### config.mk
export PLATFORM = sky130hd
export DESIGN_NAME = axis_window_ctrl_flat
export DESIGN_NICKNAME = d
export VERILOG_FILES = /design/src/rtl/axis_window_ctrl_if.sv /design/src/rtl/axis_window_ctrl.sv /design/src/flat_wrapper.sv
export SDC_FILE = /design/constraint.sdc
export NUM_CORES = 1
export LEC_CHECK = 0
export ABC_CLOCK_PERIOD_IN_PS = 2110
export BUFFER_PORTS_ARGS = -buffer_cell sky130_fd_sc_hd__buf_2
export CAP_MARGIN = 20
export CORE_AREA = 2 2 87 89
export CTS_CLUSTER_SIZE = 25
export DETAILED_ROUTE_END_ITERATION = 12
export DIE_AREA = 0 0 89 91
export GPL_ROUTABILITY_DRIVEN = 0
export PLACE_DENSITY_LB_ADDON = 0.05
export SYNTH_ARGS = -nofsm -noshare
export SYNTH_HDL_FRONTEND = slang
export SYNTH_SLANG_ARGS = --single-unit
### constraint.sdc
create_clock -name aclk -period 2.11 [get_ports aclk]
set_input_delay 0.1055 -clock aclk [delete_from_list [all_inputs] [get_ports aclk]]
set_output_delay 0.1055 -clock aclk [all_outputs]
set_load 0.02 [all_outputs]
### src/rtl/axis_window_ctrl_if.sv
// Valid/config bundle between the window sequencer, the upstream sample stream and the window block.
// The slave modport is the sequencer side; the master modport is the surrounding environment.
interface axis_window_ctrl_if;
  logic       s_axis_tvalid;
  logic       m_axis_tvalid;
  logic [7:0] win_cfg;
  logic       win_tvalid;

  modport master (
    output s_axis_tvalid,
    output win_tvalid,
    input  m_axis_tvalid,
    input  win_cfg
  );

  modport slave (
    input  s_axis_tvalid,
    input  win_tvalid,
    output m_axis_tvalid,
    output win_cfg
  );
endinterface

### src/rtl/axis_window_ctrl.sv
// Window sequencer: runs cfg_count windows of cfg_length samples, gating upstream valid into the window block.
// Optional inter-window idle gap is compiled in with AXIS_WINDOW_CTRL_GAP_EN.
module axis_window_ctrl #(
  parameter int CNTR_WIDTH = 16
) (
  input  logic                  aclk,
  input  logic                  aresetn,
  input  logic                  cfg_start,
  input  logic                  cfg_stop,
  input  logic [7:0]            cfg_length,
  input  logic [CNTR_WIDTH-1:0] cfg_count,
  input  logic [7:0]            cfg_gap,
  axis_window_ctrl_if.slave     axis,
  output logic [CNTR_WIDTH-1:0] sts_index,
  output logic                  sts_busy,
  output logic                  sts_done
);

  typedef enum logic [2:0] {
    ST_IDLE = 3'd0,
    ST_ARM  = 3'd1,
    ST_RUN  = 3'd2,
`ifdef AXIS_WINDOW_CTRL_GAP_EN
    ST_GAP  = 3'd3,
`endif
    ST_DONE = 3'd4
  } state_t;

  state_t                state_r;
  logic [7:0]            win_cfg_r;
  logic [CNTR_WIDTH-1:0] count_r;
  logic [CNTR_WIDTH-1:0] index_r;
  logic                  busy_r;
  logic                  done_r;
  logic [CNTR_WIDTH-1:0] index_inc_s;
  logic                  gate_open_s;

`ifdef AXIS_WINDOW_CTRL_GAP_EN
  logic [7:0]            gap_r;
  logic [7:0]            gap_cnt_r;
`else
  logic                  unused_gap_s;
  assign unused_gap_s = ^cfg_gap;
`endif

  assign index_inc_s = index_r + {{(CNTR_WIDTH-1){1'b0}}, 1'b1};
  assign gate_open_s = (state_r == ST_ARM) || (state_r == ST_RUN);

  assign axis.m_axis_tvalid = axis.s_axis_tvalid & gate_open_s;
  assign axis.win_cfg       = win_cfg_r;
  assign sts_index          = index_r;
  assign sts_busy           = busy_r;
  assign sts_done           = done_r;

  // Sequencer FSM; busy/done are registered from the state being entered.
  always_ff @(posedge aclk) begin
    if (!aresetn) begin
      state_r   <= ST_IDLE;
      win_cfg_r <= 8'd0;
      count_r   <= {CNTR_WIDTH{1'b0}};
      index_r   <= {CNTR_WIDTH{1'b0}};
      busy_r    <= 1'b0;
      done_r    <= 1'b0;
`ifdef AXIS_WINDOW_CTRL_GAP_EN
      gap_r     <= 8'd0;
      gap_cnt_r <= 8'd0;
`endif
    end else begin
      case (state_r)
        ST_IDLE: begin
          done_r <= 1'b0;
          if (cfg_start) begin
            win_cfg_r <= cfg_length;
            count_r   <= cfg_count;
            index_r   <= {CNTR_WIDTH{1'b0}};
`ifdef AXIS_WINDOW_CTRL_GAP_EN
            gap_r     <= cfg_gap;
`endif
            if (cfg_count == {CNTR_WIDTH{1'b0}}) begin
              state_r <= ST_DONE;
              busy_r  <= 1'b0;
              done_r  <= 1'b1;
            end else begin
              state_r <= ST_ARM;
              busy_r  <= 1'b1;
            end
          end else begin
            busy_r <= 1'b0;
          end
        end
        ST_ARM: begin
          if (cfg_stop) begin
            state_r <= ST_IDLE;
            busy_r  <= 1'b0;
          end else if (axis.s_axis_tvalid) begin
            state_r <= ST_RUN;
          end else begin
            state_r <= ST_ARM;
          end
        end
        ST_RUN: begin
          // Stop takes priority over a coincident window completion.
          if (cfg_stop) begin
            state_r <= ST_IDLE;
            busy_r  <= 1'b0;
          end else if (axis.win_tvalid) begin
            index_r <= index_inc_s;
            if (index_inc_s == count_r) begin
              state_r <= ST_DONE;
              busy_r  <= 1'b0;
              done_r  <= 1'b1;
            end
`ifdef AXIS_WINDOW_CTRL_GAP_EN
            else if (gap_r != 8'd0) begin
              state_r   <= ST_GAP;
              gap_cnt_r <= gap_r;
            end
`endif
            else begin
              state_r <= ST_ARM;
            end
          end else begin
            state_r <= ST_RUN;
          end
        end
`ifdef AXIS_WINDOW_CTRL_GAP_EN
        ST_GAP: begin
          if (cfg_stop) begin
            state_r   <= ST_IDLE;
            busy_r    <= 1'b0;
            gap_cnt_r <= 8'd0;
          end else if (gap_cnt_r == 8'd1) begin
            state_r   <= ST_ARM;
            gap_cnt_r <= 8'd0;
          end else begin
            gap_cnt_r <= gap_cnt_r - 8'd1;
          end
        end
`endif
        ST_DONE: begin
          state_r <= ST_IDLE;
          busy_r  <= 1'b0;
          done_r  <= 1'b0;
        end
        default: begin
          state_r <= ST_IDLE;
          busy_r  <= 1'b0;
          done_r  <= 1'b0;
        end
      endcase
    end
  end

endmodule
### src/flat_wrapper.sv
// flat-port wrapper written by rule: the top's interface ports become plain ports
module axis_window_ctrl_flat 
#(
  parameter int CNTR_WIDTH = 16
)
  (aclk, aresetn, cfg_start, cfg_stop, cfg_length, cfg_count, cfg_gap, sts_index, sts_busy, sts_done, axis_s_axis_tvalid, axis_win_tvalid, axis_m_axis_tvalid, axis_win_cfg);
  axis_window_ctrl_if axis_i ();
  input  logic aclk;
  input  logic aresetn;
  input  logic cfg_start;
  input  logic cfg_stop;
  input  logic [7:0] cfg_length;
  input  logic [CNTR_WIDTH-1:0] cfg_count;
  input  logic [7:0] cfg_gap;
  output logic [CNTR_WIDTH-1:0] sts_index;
  output logic sts_busy;
  output logic sts_done;
  input wire logic [$bits(axis_i.s_axis_tvalid)-1:0] axis_s_axis_tvalid;
  input wire logic [$bits(axis_i.win_tvalid)-1:0] axis_win_tvalid;
  output wire logic [$bits(axis_i.m_axis_tvalid)-1:0] axis_m_axis_tvalid;
  output wire logic [$bits(axis_i.win_cfg)-1:0] axis_win_cfg;
  assign axis_i.s_axis_tvalid = axis_s_axis_tvalid;
  assign axis_i.win_tvalid = axis_win_tvalid;
  assign axis_m_axis_tvalid = axis_i.m_axis_tvalid;
  assign axis_win_cfg = axis_i.win_cfg;
  axis_window_ctrl #(.CNTR_WIDTH(CNTR_WIDTH)) u_core (.aclk(aclk), .aresetn(aresetn), .cfg_start(cfg_start), .cfg_stop(cfg_stop), .cfg_length(cfg_length), .cfg_count(cfg_count), .cfg_gap(cfg_gap), .axis(axis_i), .sts_index(sts_index), .sts_busy(sts_busy), .sts_done(sts_done));
endmodule
==> summary.md <==
| Metric | Value |
|---|---|
| Final hold vios | 0 |
| # setup viols final | 0 |
| Share of layout cells above drive strength 1 | 25.6% |
| Synth Area in Adders | 0.498% |
| First-pass GRT wire length | 11.7 mm |
| Compound-Gate Fraction of Synth Area | 19.6% |
| Post-synth top area share | 35.9% |
| Flip-flop and latch count after synthesis | 45 |
| Initial drt markers | 135 |
| FILL cells | 778 |
| DRC | 0 |
| Maximum vdd drop | 0.000268 V |
| Routed vias | 2,489 |
| Critical setup path kind | register to register |
| Max-slew violations | 0 |
| Die Height | 91 um |
| Synth warn | 0 |
| Post-Synth XOR/XNOR Area | 8.67% |
| Syn nets | 366 |
| Main area contributors after synthesis | dfxtp_1 36%, nand2_1 8.8%, a21oi_1 7.0%, xnor2_1 5.9%, nor2_1 4.2% |
| Period utilisation layout | 91.5% |
| Nets | 428 |
| Max-cap viol count | 0 |
| Final Critical Period | 1.93 ns |
| Largest family of logic cells by synthesized area | simple AND/OR/NAND/NOR gates |
| Io pins | 65 |
| Outcome | finished, final reports clean |
| Ys flop type | dfxtp_1 |
| Global route overflow | 0 |
| Seq/Total Area, Yosys | 35.9% |
| Routed len/inst | 14.7 um |
| Hold Worst Slack | 0.0253 ns |
| Worst-path clk slew | 0.10 ns |
| Unique cell type count in the Yosys netlist | 55 |
| Critical path fanouts, max | 8 |
| Number of global-route vias before repair | 2,365 |
| Global-route usage over all layers | 18.4% |
| Hold wc startpoint | cfg_length[7] |
| Ant. Diodes | 0 |
| Post-route setup TNS | 0 ns |
| Share of synthesized cell area in and, or, nand and nor gates | 29.3% |
| Longest Clk Path Bufs | 2 |
| HPWL after detailed placement | 5.26 mm |
| TritonCTS clock tree | done |
| Pleak | 0.00124 uW |
| HP Class | input port to register |
| Pwr dens | 615 mW/mm2 |
| Setup crit end kind | register |
| Syn Area/Cell | 7.68 um2 |
| Least-Margin Pin Slew | 0.491 ns |
| Largest net degree at the start of global routing | 39 |
| Antenna violations before repair | 0 |
| DIE WIDTH | 89 um |
| Row count | 31 |
| Worst Path Required | 2.37 ns |
| Largest area contributor in the netlist | dfxtp_1 |
| Post-Route Skew | 0.00499 ns |
| FMAX | 518 MHz |
| Vias per cell | 5.09 |
| Initial Util | 35.2% |
| Clock Latency Late Sink | 0.30 ns |
| H-Tree Depth | 2 |
| Worst path arrival time | 2.19 ns |
| Clk root buf | clkbuf_8 |
| CTS sink cnt | 45 |
| Die area | 0.00810 mm2 |
| EDFF count, synth | 0 |
| Final ANT Viol Nets | 0 |
| DR pass1 iterations | 4 |
| Synthesized instance count | 327 |
| RR Startpoint | u_core.sts_index[10]$_SDFFE_PN0P_ |
| Headroom to the max-slew limit | 66.9% |
| Area grow syn2layout | 23.3% |
| Num CTS Buffers | 5 |
| Post-Route WL | 7.17 mm |
| Core area | 0.00714 mm2 |
| Ys async rst share | 0% |
| I/O Buffers | 56 |
| Multiplexer share of the synthesized area | 0.797% |
| Crit start category | register |
| Synthesized area | 0.00251 mm2 |
| Crit path launch | u_core.sts_index[10]$_SDFFE_PN0P_ |
| Post-layout util | 43.4% |
| Setup repair after global routing missed its margin | false |
==> per-layer routing <==
metal / vias to the layer above / part of all wire (%) / global-route usage [%]
li1: 1275 / - / -
met1: 1153 / 47 / 25.2
met2: 55 / 48 / 29.9
met3: 6 / 3.2 / 2.82
met4: 0 / 1.1 / 4.98
met5: - / 0 / 0
==> worst max-delay path, stage by stage, from the launching register on <==
cell and delay (ns):
dfxtp_1 0.52, nand4_1 0.32, xor2_1 0.23, nor2_1 0.10
a21oi_1 0.10, nor4_4 0.39, a32o_2 0.22
==> path summary, 6_finish.rpt <==
path         slack [ns]  depth (start not counted)                                   to
max                0.18                          6       u_core.state_r[2]$_SDFFE_PN0N_
min                0.03                          3  u_core.axis.win_cfg[7]$_SDFFE_PN0P_
max reg2reg        0.18                          6       u_core.state_r[2]$_SDFFE_PN0N_
min reg2reg        0.46                          2  u_core.axis.win_cfg[0]$_SDFFE_PN0P_
==> cell families (layout without fill, tap and decap cells) <==
kind of cell	after synthesis	in the layout
adders and majority gates	1	1
AOI/OAI and AO/OA	80	80
muxes	2	2
xor gates and xnor gates	24	24
and+or+nand+nor	146	146
buffers and inverters	29	92
DFF	45	45
==> synthesized netlist by cell type (all sizes together) (3+ instances only) <==
| library cell | instances |
|---|---|
| xor2 | 6 |
| a211oi | 5 |
| dfxtp | 45 |
| nor4 | 10 |
| nand2 | 60 |
| xnor2 | 18 |
| buf | 10 |
| inv | 5 |
| a22oi | 3 |
| and2 | 5 |
| nand4 | 6 |
| o21ai | 16 |
| clkbuf | 14 |
| a31oi | 4 |
| nor3 | 17 |
| nor2 | 28 |
| a21oi | 35 |
| nand3 | 8 |
==> sequential cells by signal (all words and copies together), names as in the netlist <==
| name | cells |
|---|---|
| u_core.sts_index | 16 |
| u_core.sts_busy | 1 |
| u_core.sts_done | 1 |
| u_core.axis.win_cfg | 8 |
| u_core.count_r | 16 |
| u_core.state_r | 3 |
==> power by group <==
part,switching (uW),internal (uW)
registers,23.8,884
clock network,346,364
logic,170,118
==> cell usage in the layout (no fill, tap or decap), types with 7 or more instances in the layout <==
master   netlist  final
nand2_1       59     59
buf_2          7     56
dfxtp_1       45     45
a21oi_1       35     35
nor2_1        28     28
buf_4          1     22
xnor2_1       17     17
nor3_1        15     15
o21ai_0       15     15
nor4_1         8      8
nand3_1        7      7
==> what timing repair did <==
action                                  in CTS  in global routing
endpoints found under the hold margin        1                  0
buffers inserted                             0                  0
hold buffers                                 1                  0
endpoints found under the setup margin       0                  4
gates resized for setup                      0                  0
==> area by class of cell <==
type,instances,area (um2),area share (%)
Clock buffer,5,68.8,2.22
Clock inverter,3,50.0,1.62
Inverter,5,18.8,0.606
Multi-Input combinational cell,253,1480,47.8
Sequential cell,45,901,29.1
Tap cell,99,124,4.00
Timing Repair Buffer,79,455,14.7
==> metrics by stage <==
step	setup slack, ns	cell area, um2	cells	total power, uW
global route	0.00495	3100	489	2000
global placement	0.161	2970	480	1210
floorplan	0.0250	2510	327	1120
finish	0.180	3100	489	1910
CTS	0.0943	3100	489	1930
detailed placement	0.127	2970	480	1220
No activity file was read; power rests on OpenSTA's default activity.
